`src/rtl/tree_mult_pipe.sv`:
```
// Pipelined Wallace-tree multiplier with valid/ready streaming on both sides.
// Operands are sign-extended on capture, reduced by a 3:2 carry-save tree, then summed in the last stage.
module tree_mult_pipe #(
  parameter int WIDTH  = 32,
  parameter int STAGES = 3
) (
  input  logic                 clk,
  input  logic                 reset,
  input  logic                 in_valid,
  output logic                 in_ready,
  input  logic [WIDTH-1:0]     A,
  input  logic [WIDTH-1:0]     B,
  input  logic                 is_signed,
  output logic                 out_valid,
  input  logic                 out_ready,
  output logic [2*WIDTH-1:0]   result,
  output logic [2:0]           in_flight
);
  localparam int PW  = 2 * WIDTH;
  localparam int NR  = WIDTH + 1;
  localparam int MID = STAGES - 2;

  typedef logic [NR-1:0][PW-1:0] rows_t;

  function automatic int num_levels();
    int n = NR;
    int l = 0;
    for (int j = 0; j < 64; j++) begin
      if (n > 2) begin
        n = 2 * (n / 3) + n % 3;
        l++;
      end
    end
    return l;
  endfunction

  localparam int LEVELS = num_levels();

  // One tree level: every full group of three rows becomes a sum row and a shifted carry row.
  function automatic rows_t csa_level(input rows_t r, input int n);
    rows_t o;
    int    g;
    o = '0;
    g = n / 3;
    for (int i = 0; i < NR / 3; i++) begin
      if (i < g) begin
        o[2*i]   = r[3*i] ^ r[3*i+1] ^ r[3*i+2];
        o[2*i+1] = ((r[3*i] & r[3*i+1]) | (r[3*i] & r[3*i+2]) | (r[3*i+1] & r[3*i+2])) << 1;
      end
    end
    for (int j = 0; j < 2; j++) begin
      if (j < n % 3) o[2*g+j] = r[3*g+j];
    end
    return o;
  endfunction

  // Applies tree levels lo..hi-1; the row count of each level is tracked from the top.
  function automatic rows_t apply_levels(input rows_t r, input int lo, input int hi);
    rows_t t;
    int    n;
    t = r;
    n = NR;
    for (int k = 0; k < LEVELS; k++) begin
      if (k >= lo && k < hi) t = csa_level(t, n);
      n = 2 * (n / 3) + n % 3;
    end
    return t;
  endfunction

  function automatic logic [PW-1:0] final_sum(input rows_t r);
    return r[0] + r[1];
  endfunction

  logic            adv;
  logic            accept;
  logic            emit;
  logic [NR-1:0]   a_reg;
  logic [NR-1:0]   b_reg;
  logic            v1_reg;
  logic [PW-1:0]   a_wide;
  rows_t           pp0;
  rows_t           fin_rows;
  logic            fin_valid;

  assign adv      = !out_valid | out_ready;
  assign in_ready = adv;
  assign accept   = in_valid & adv;
  assign emit     = out_valid & out_ready;

  always_ff @(posedge clk or negedge reset) begin
    if (!reset) begin
      a_reg  <= '0;
      b_reg  <= '0;
      v1_reg <= 1'b0;
    end else if (adv) begin
      a_reg  <= {is_signed & A[WIDTH-1], A};
      b_reg  <= {is_signed & B[WIDTH-1], B};
      v1_reg <= in_valid;
    end
  end

  // The top multiplier bit has negative weight: its row is inverted and the +1 rides in row 1, bit 0.
  assign a_wide = {{(WIDTH-1){a_reg[WIDTH]}}, a_reg};

  always_comb begin
    pp0 = '0;
    for (int i = 0; i < WIDTH; i++) begin
      pp0[i] = b_reg[i] ? (a_wide << i) : '0;
    end
    pp0[WIDTH]  = b_reg[WIDTH] ? ~(a_wide << WIDTH) : '0;
    pp0[1][0]   = b_reg[WIDTH];
  end

  if (MID == 0) begin : g_direct
    assign fin_rows  = apply_levels(pp0, 0, LEVELS);
    assign fin_valid = v1_reg;
  end else begin : g_mid
    rows_t            stage_rows [MID];
    rows_t            stage_in   [MID];
    logic [MID-1:0]   stage_valid;
    logic [MID-1:0]   valid_in;

    for (genvar gi = 0; gi < MID; gi++) begin : g_stage
      localparam int LO = (gi * LEVELS) / MID;
      localparam int HI = ((gi + 1) * LEVELS) / MID;
      if (gi == 0) begin : g_first
        assign stage_in[gi] = apply_levels(pp0, LO, HI);
        assign valid_in[gi] = v1_reg;
      end else begin : g_next
        assign stage_in[gi] = apply_levels(stage_rows[gi-1], LO, HI);
        assign valid_in[gi] = stage_valid[gi-1];
      end
    end

    always_ff @(posedge clk or negedge reset) begin
      if (!reset) begin
        for (int s = 0; s < MID; s++) stage_rows[s] <= '0;
        stage_valid <= '0;
      end else if (adv) begin
        for (int s = 0; s < MID; s++) stage_rows[s] <= stage_in[s];
        stage_valid <= valid_in;
      end
    end

    assign fin_rows  = stage_rows[MID-1];
    assign fin_valid = stage_valid[MID-1];
  end

  always_ff @(posedge clk or negedge reset) begin
    if (!reset) begin
      out_valid <= 1'b0;
      result    <= '0;
    end else if (adv) begin
      out_valid <= fin_valid;
      result    <= fin_valid ? final_sum(fin_rows) : '0;
    end
  end

  always_ff @(posedge clk or negedge reset) begin
    if (!reset) begin
      in_flight <= '0;
    end else if (accept && !emit) begin
      in_flight <= in_flight + 3'd1;
    end else if (!accept && emit) begin
      in_flight <= in_flight - 3'd1;
    end
  end
endmodule

```
`config.mk`:
```
export PLATFORM = sky130hd
export DESIGN_NAME = tree_mult_pipe
export DESIGN_NICKNAME = d
export VERILOG_FILES = /design/src/rtl/tree_mult_pipe.sv
export SDC_FILE = /design/constraint.sdc
export NUM_CORES = 2
export LEC_CHECK = 0
export ABC_AREA = 1
export ABC_CLOCK_PERIOD_IN_PS = 14700
export CORE_MARGIN = 3
export CORE_UTILIZATION = 45
export CTS_BUF_LIST = sky130_fd_sc_hd__clkbuf_4
export CTS_CLUSTER_DIAMETER = 200
export DETAILED_ROUTE_END_ITERATION = 6
export PLACE_DENSITY = 0.62
export SLEW_MARGIN = 20
export SYNTH_ARGS = -nofsm -noshare
export SYNTH_HDL_FRONTEND = slang
export SYNTH_SLANG_ARGS = --single-unit
```
`constraint.sdc`:
```
create_clock -name clk -period 14.7 [get_ports clk]
set_input_delay 2.94 -clock clk [delete_from_list [all_inputs] [get_ports clk]]
set_output_delay 2.94 -clock clk [all_outputs]
set_load 0.01 [all_outputs]
```
==> out/results.ini <==
[cells_and_area]
drive_above_1_share=0.0391
layout.nets=7940
area_growth_pct=6.80
layout_commonest_cell=nand2_1
largest_register_ffs=125
layout_common_cells=nand2_1 (2248), inv_1 (1970), fa_1 (1104)
n_fill_cell=11000

[cts]
clk_pin_slew_worst_paths_ps=60
clock_path_buffers=3
root_buffer=clkbuf_4
cts-hold-fix-buffers=0
h-tree-depth=3
cts_tree=built
ctsResizeCount=0
cts_buffers=71
clock_latency_ps=850
postCtsSetupRepairBufs=0
clock_sinks=261

[synthesis]
synth_flop_cell=dfrtp_1
synth_edf_count=0
synth_cell_types=40
syn_avg_cell_area_sq_um=7.69
syn_nets=7977
yosysWarnings=0
ys_seq_elements=261
synth.cell_area_sq_um=50900
syn_inst=6625
ys_seq_area_frac=0.128
synthArstFlopShare=1.00

[floorplanning]
pin_count=138
die_y_um=342
die-area_sq_um=117000
coreArea_sq_um=111000
fp-row-count=122
start_util=0.457
die_w_um=342

[sta]
min_period_ps=7620
fin_worst_skew_ps=47.8
worst-slew-pin-transition_ps=961
setup_viol=0
fin_crit_sh=0.518
grt_setup_unrepaired=false
final.setup.tns_ps=0
fmaxAchievable_ghz=0.131
hold_viol_final=0
relSlewSlack=0.360
maxSlewViolCount=0

[job]
maxCapViolCount=0

[routing]
drc=0
wirelength_um=146000
dr.pass1.iters=6
wire_per_inst_um=18.0
viasPerCell=4.88
drtAntennaViolNets=0
via_count=39600
first_iter_violations=2760

[worst_setup_path]
startpoint_type=input port
worstSetupEndpointType=primary output
critPathMaxStageDelay_ps=660
criticalPathCategory=in -> out
cp_top_family=buffers and inverters
regToRegSetupSlack_ps=8320
slowest_stage=clkdlybuf4s50_1
critPathArrivalTime_ps=4680
crit_required_ps=11760
crit_path_frequent_cell=clkdlybuf4s50_1
critPathBufInv=3
crit_path_cell_trace=clkdlybuf4s50_1, nor2_4, inv_6, clkdlybuf4s50_1
path_max_fanout=98

[global_route]
grt_pass1_wl_um=235000
overflow=0
grt_antenna_before_repair=5
grt_max_degree=104
grt_use_total=0.260
grt_pass1_vias=41900

[placement]
gp_congestion=0.968
io_buffers=137
dp_hpwl_um=119000

[outcome]
status=complete, no violations

[min_path]
worstHoldPathType=reg -> reg

[metrics by stage]
step                setup slack (ps)  instance area, sq um   util  hold WS [ps]  instances
finish                          7080                 54400  0.488           469       8121
CTS                             7060                 54400  0.488           478       8117
detailed placement              7070                 53500  0.480           465       8003
floorplan                       8130                 50900      -           442       6625
global placement                7060                 53500  0.480           459       8003
global route                    6980                 54400  0.488           498       8119
[Yosys cell counts (3+ instances only)]
cell type,n,area share
a21oi_1,74,0.0073
clkbuf_1,289,0.021
o31ai_1,3,0.00044
xor2_1,15,0.0026
ha_1,179,0.044
dfrtp_1,261,0.13
o21ai_1,11,0.0011
xnor2_1,28,0.0048
nor2_4,3,0.00066
and3_1,3,0.00037
fa_1,1104,0.43
nand4_1,21,0.0026
or2_1,3,0.00037
nor4_1,5,0.00061
buf_1,6,0.00044
nor2_2,30,0.0037
inv_1,1971,0.15
o22ai_1,4,0.00049
nor2_1,97,0.0071
o21ai_0,76,0.0075
nand3_1,99,0.0097
o21bai_1,16,0.0024
buf_2,23,0.0023
nor3_1,11,0.0011
nand2_2,15,0.0018
inv_2,7,0.00052
nand3_2,7,0.0014
nand2_1,2248,0.17
[kinds of logic after synthesis]
family / synth area share
compound gates: 0.0205
xor+xnor: 0.00739
fa+ha+maj: 0.478
buf+inv: 0.170
flops: 0.128
mux: 0.000442
simple gates: 0.196
[routing by layer]
layer	vias up	share of wire	GRT usage	wire, um
met5	-	0.00012	0	17
met4	2	0.027	0.0672	3950
met3	246	0.084	0.0512	12300
met2	1439	0.46	0.422	67500
met1	19800	0.43	0.359	62800
li1	18200	-	-	-
[cell type report]
| cell class | instances | area, sq um | area share |
|---|---|---|---|
| multi-input cells | 4067 | 35800 | 0.657 |
| inverters | 1978 | 7430 | 0.137 |
| flip-flops and latches | 261 | 6540 | 0.120 |
| repair buffers | 209 | 1920 | 0.0352 |
| well taps | 1488 | 1860 | 0.0342 |
| clock buffers | 95 | 713 | 0.0131 |
| clock inverters | 19 | 170 | 0.00313 |
| diodes | 4 | 10.0 | 0.000184 |
[worst paths after layout]
| check | cells past startpoint | startpoint | endpoint |
|---|---|---|---|
| max | 4 | out_ready | in_ready |
| min | 1 | in_flight[2] | in_flight[2] |
| max reg2reg | 22 | a_reg[32] | fin_rows[63] |
| min reg2reg | 1 | in_flight[2] | in_flight[2] |
| max in group asynchronous | 4 | reset | a_reg[10] |
| min in group asynchronous | 1 | reset | b_reg[6] |
Power is not shown: default switching activity piles up to over one toggle a cycle in this logic, so the estimate is an artifact.
